==> config.mk <==
export PLATFORM = sky130hd
export DESIGN_NAME = seg7_scan
export DESIGN_NICKNAME = d
export VERILOG_FILES = /design/src/rtl/seg7_scan.sv
export SDC_FILE = /design/constraint.sdc
export NUM_CORES = 1
export LEC_CHECK = 0
export ABC_AREA = 1
export BUFFER_PORTS_ARGS = -buffer_cell sky130_fd_sc_hd__clkbuf_2
export CORE_AREA = 3 3 124 126
export DETAILED_ROUTE_END_ITERATION = 6
export DIE_AREA = 0 0 127 129
export GPL_ROUTABILITY_DRIVEN = 0
export PLACE_DENSITY_LB_ADDON = 0.05
export SYNTH_ARGS = -nofsm -noshare
export SYNTH_HDL_FRONTEND = slang
export SYNTH_SLANG_ARGS = --single-unit
==> constraint.sdc <==
create_clock -name clk -period 2.93 [get_ports clk]
set_input_delay 0.586 -clock clk [delete_from_list [all_inputs] [get_ports clk]]
set_output_delay 0.586 -clock clk [all_outputs]
set_load 0.02 [all_outputs]
==> src/rtl/seg7_scan.sv <==
// seg7_scan: shows a 12-bit binary value as a 4-digit decimal number on a
// multiplexed common-anode 7-segment display.
// A sequential shift-add-3 engine converts the value to BCD. The result is
// committed to the display register in a single cycle, so the display never
// shows a mix of old and new digits. The anodes are time-multiplexed from a
// programmable scan divider.
//
// Build option: define SEG7_LZB_EN to blank leading zeros. Digit 0 is never
// blanked.
//
// Ports:
//   clk        system clock
//   reset      synchronous, active-high reset
//   value      binary value to display (0..4095)
//   an         digit anodes, active-low; an[0] is the units digit
//   seg        segments {g,f,e,d,c,b,a}, active-low
//   dp         decimal point, active-low; always off
//   conv_busy  high while a conversion is in progress
module seg7_scan #(
    parameter int unsigned SCAN_DIV = 100000
) (
    input  logic        clk,
    input  logic        reset,
    input  logic [11:0] value,
    output logic [3:0]  an,
    output logic [6:0]  seg,
    output logic        dp,
    output logic        conv_busy
);

    localparam int unsigned BIN_W  = 12;
    localparam int unsigned BCD_W  = 16;
    localparam int unsigned SCAN_W = (SCAN_DIV > 1) ? $clog2(SCAN_DIV) : 1;

    typedef enum logic [1:0] {IDLE, CONV, DONE} state_t;

    state_t             state, state_nx;
    logic [BIN_W-1:0]   last, last_nx;
    logic [BIN_W-1:0]   sh, sh_nx;
    logic [BCD_W-1:0]   bcd, bcd_nx, bcd_adj;
    logic [BCD_W-1:0]   disp, disp_nx;
    logic [3:0]         cnt, cnt_nx;
    logic [SCAN_W-1:0]  scan_cnt;
    logic [1:0]         idx;
    logic [3:0]         digit;
    logic               blank;

    // Add-3 correction for every BCD nibble that is 5 or more, applied before the shift
    always_comb begin
        bcd_adj = bcd;
        for (int i = 0; i < 4; i++) begin
            if (bcd[4*i +: 4] >= 4'd5)
                bcd_adj[4*i +: 4] = bcd[4*i +: 4] + 4'd3;
        end
    end

    // Conversion state and datapath registers
    always_ff @(posedge clk) begin
        if (reset) begin
            state <= IDLE;
            last  <= '0;
            sh    <= '0;
            bcd   <= '0;
            disp  <= '0;
            cnt   <= '0;
        end else begin
            state <= state_nx;
            last  <= last_nx;
            sh    <= sh_nx;
            bcd   <= bcd_nx;
            disp  <= disp_nx;
            cnt   <= cnt_nx;
        end
    end

    // Next-state and datapath update
    always_comb begin
        state_nx = state;
        last_nx  = last;
        sh_nx    = sh;
        bcd_nx   = bcd;
        disp_nx  = disp;
        cnt_nx   = cnt;
        unique case (state)
            IDLE: begin
                if (value != last) begin
                    sh_nx    = value;
                    bcd_nx   = '0;
                    cnt_nx   = '0;
                    last_nx  = value;
                    state_nx = CONV;
                end
            end
            CONV: begin
                {bcd_nx, sh_nx} = {bcd_adj, sh} << 1;
                cnt_nx = cnt + 4'd1;
                if (cnt == 4'd11)
                    state_nx = DONE;
            end
            DONE: begin
                disp_nx  = bcd;
                state_nx = IDLE;
            end
            default: state_nx = IDLE;
        endcase
    end

    // Scan divider: each digit stays lit for SCAN_DIV cycles
    always_ff @(posedge clk) begin
        if (reset) begin
            scan_cnt <= '0;
            idx      <= '0;
        end else if (scan_cnt == SCAN_W'(SCAN_DIV - 1)) begin
            scan_cnt <= '0;
            idx      <= idx + 2'd1;
        end else begin
            scan_cnt <= scan_cnt + SCAN_W'(1);
        end
    end

    // Leading-zero detection for the currently lit digit
    always_comb begin
        blank = 1'b0;
`ifdef SEG7_LZB_EN
        unique case (idx)
            2'd3:    blank = (disp[15:12] == 4'd0);
            2'd2:    blank = (disp[15:8]  == 8'd0);
            2'd1:    blank = (disp[15:4]  == 12'd0);
            default: blank = 1'b0;
        endcase
`endif
    end

    // Anode and segment decode from registered idx/disp
    always_comb begin
        digit = disp[{idx, 2'b00} +: 4];
        an    = ~(4'b0001 << idx);
        seg   = 7'b1111111;
        if (!blank) begin
            unique case (digit)
                4'd0:    seg = 7'b1000000;
                4'd1:    seg = 7'b1111001;
                4'd2:    seg = 7'b0100100;
                4'd3:    seg = 7'b0110000;
                4'd4:    seg = 7'b0011001;
                4'd5:    seg = 7'b0010010;
                4'd6:    seg = 7'b0000010;
                4'd7:    seg = 7'b1111000;
                4'd8:    seg = 7'b0000000;
                4'd9:    seg = 7'b0010000;
                default: seg = 7'b1111111;
            endcase
        end
    end

    assign dp        = 1'b1;
    assign conv_busy = (state != IDLE);

endmodule

==> flow_metrics.tcl <==
set metrics [dict create \
    fmax_mhz 380.5 \
    io_pins 27 \
    multi_input_area_um2 2270 \
    min-delay-path-class "flip-flop to flip-flop" \
    nets 624 \
    clock_path_buffers 2 \
    syn-cell-area_um2 4287 \
    yosysWarnings 0 \
    die_area_um2 16380 \
    row_count 44 \
    synthTopCellsByArea "dfxtp_1 (38%), nand2_1 (7.7%), o21ai_0 (6.4%), a21oi_1 (6.2%), ha_1 (5.5%)" \
    worstMarginPinSlew_ps 972.6 \
    drc 0 \
    drive_gt1_share_pct 16.47 \
    antenna_found_initial 0 \
    synth_cells 570 \
    p_per_area_nw_per_um2 490.4 \
    overflow 0 \
    grt_pass1_wl_um 16930 \
    vias 3631 \
    max-vdd-ir-drop_v 0.0002688 \
    leakage_nw 1.863 \
    synth_edf_count 0 \
    hold_viol_final 0 \
    cp-start-kind "flip-flop" \
    critPathMaxStageDelay_ps 370 \
    syn-num-nets 603 \
    syn_to_final_growth_pct 12.64 \
    cts_sinks 81 \
    start_util_pct 29.72 \
    finalCritPeriodShare_pct 89.70 \
    synthFlopType "dfxtp_1" \
    synth_compound_area_share_pct 17.92 \
    drt_iter0_markers 173 \
    wl_per_cell_um 12.60 \
    cts-root-buf "clkbuf_16" \
    coreArea_um2 14420 \
    vias_per_cell 4.661 \
    rsz0062_at_grt "false" \
    h-tree-depth 3 \
    place.detailed.hpwl_um 6801 \
    synth-simple-area-share_pct 27.15 \
    period_minus_slack_ps 2628 \
    crit_type "flip-flop to output port" \
    synth_top_family_by_area "simple AND/OR/NAND/NOR gates" \
    seq_area_frac_synth_pct 37.83 \
    final-seq-area_um2 1622 \
    ant_nets 0 \
    yosys.area.top_type_share_pct 37.83 \
    crit_path_end_kind "output port" \
    tns_ps 0 \
    routed_wl_um 9814 \
    slew_headroom_pct 35.09 \
    status "finished clean" \
    cp_slowest_cell "dfxtp_1" \
    yosysUniqueCellTypes 35 \
    cp_max_fo 10 \
    grtUsageTotal_pct 12.95 \
    synth.avg_cell_area_um2 7.520 \
    skew_ps 7.486 \
    async_flop_share_pct 0 \
    hold_ws_ps 442.5 \
    grt_pass1_vias 3474 \
    slew_viol_final 0 \
    port_buffers 25 \
    clk_latency_ps 340 \
    cp.arrival_ps 2040 \
    yosysMostFrequentCell "nand2_1" \
    cts_tree "yes" \
    synthTopCellsByCount "nand2_1 (88), dfxtp_1 (81), inv_1 (62)" \
    n_fill_cell 1557 \
    n_antenna_cell 0 \
    synth.area.mux_share_pct 0 \
    ctsHoldBuffers 0 \
    grt_max_degree 35 \
    cp.required_ps 2340 \
    cts_inserted_buffers 9 \
    dr.pass1.iters 4 \
    synth_xor_area_share_pct 2.248 \
    synth-seq-cells 81 \
    die_x_um 127 \
    yosysTopAreaCell "dfxtp_1" \
    cp_num_buf_inv 4 \
    synthAdderAreaFrac_pct 5.546 \
    cap_violations 0 \
    fp.dieH_um 129 \
    clkSlewWorstSetupHoldPaths_ps 50 \
    setup_violations 0 \
    crit_path_cell_trace "clkinvlp_4 > nand2_1 > nand3_1 > nand2_1 > inv_1 > ha_1 > inv_1 > o21ai_0 > o21ai_0 > clkbuf_2" \
    cpLargestDelayFamily "buffers and inverters" \
]
==> logic make-up after synthesis <==
family / Yosys count
and+or+nand+nor: 234
AOI/OAI and AO/OA: 136
buffers and inverters: 88
DFF: 81
adders and majority gates: 19
xor gates and xnor gates: 11
other: 1
==> cells in the final DEF (no fill, tap or decap), types with 2 or more instances in the layout <==
| cell type | Yosys | routed |
|---|---|---|
| nand4_1 | 5 | 5 |
| nand2_2 | 3 | 3 |
| xor2_1 | 3 | 3 |
| o21bai_1 | 11 | 11 |
| a21oi_2 | 11 | 11 |
| nand3_1 | 45 | 45 |
| clkbuf_1 | 10 | 5 |
| nor3_1 | 9 | 9 |
| ha_1 | 19 | 19 |
| or2_2 | 2 | 2 |
| dfxtp_1 | 81 | 81 |
| clkbuf_2 | 0 | 25 |
| or2_0 | 2 | 2 |
| nand2_4 | 2 | 2 |
| xnor2_1 | 8 | 8 |
| nand3_2 | 19 | 19 |
| nand2_1 | 88 | 88 |
| a21oi_1 | 53 | 53 |
| nor3b_1 | 2 | 2 |
| nor2_4 | 2 | 2 |
| nor2_2 | 11 | 11 |
| o21ai_0 | 55 | 55 |
| buf_4 | 2 | 8 |
| inv_1 | 62 | 62 |
| nor2_1 | 43 | 43 |
| clkbuf_16 | 0 | 9 |
| o21ai_2 | 3 | 3 |
==> final timing paths <==
path / start / end / cells after the start / slack, ps
setup / recovery: idx[0]$_SDFFE_PP0N_ / seg[4] / 10 / 300
hold / removal: scan_cnt[0]$_SDFF_PP0_ / scan_cnt[0]$_SDFF_PP0_ / 1 / 440
setup reg to reg: state[0]$_SDFFE_PP0P_ / sh[5]$_SDFFE_PP0P_ / 7 / 1120
hold reg to reg: scan_cnt[0]$_SDFF_PP0_ / scan_cnt[0]$_SDFF_PP0_ / 1 / 440
==> metrics by stage <==
step / std cells / setup slack (ps) / cell area, um^2 / power [mW] / utilization [%]
6_report: 779 / 301.9 / 4828 / 2.368 / 33.48
3_3_place_gp: 764 / 672.6 / 4567 / 1.377 / 31.66
2_1_floorplan: 570 / 603.2 / 4287 / 1.329 / -
3_5_place_dp: 764 / 603.7 / 4567 / 1.380 / 31.66
4_1_cts: 779 / 229.5 / 4825 / 2.427 / 33.45
5_1_grt: 779 / 43.93 / 4828 / 2.502 / 33.48
==> repair_timing <==
item | in CTS | in global routing
gates resized for setup | 0 | 1
setup buffers | 0 | 0
setup endpoints to repair | 0 | 1
endpoints found under the hold margin | 0 | 0
==> state kept, by name, summed over array words and instances (netlist names) <==
register	cells
disp	16
bcd	16
last	12
cnt	4
state	2
idx	2
scan_cnt	17
sh	12
==> area by class of cell <==
class	instances	area share, %
multi-input cells	401	47.01
flip-flops and latches	81	33.58
repair buffers	34	4.250
inverters	64	5.053
well taps	184	4.768
clock buffers	15	5.338
==> report_power, final <==
group	switching [mW]	internal [mW]	total, mW
sequential	0.0213	1.13	1.16
combinational	0.126	0.0690	0.195
clock	0.423	0.594	1.02
total	0.570	1.80	2.37
==> routing by layer <==
metal / up-vias / GRT usage (%) / share of wire, %
met5: - / 0 / 0
met4: 0 / 6.940 / 2.8
met3: 16 / 2.740 / 2.7
met2: 37 / 20.33 / 44
met1: 1664 / 16.72 / 50
li1: 1914 / - / -
Power figures use the tool's default switching activity.
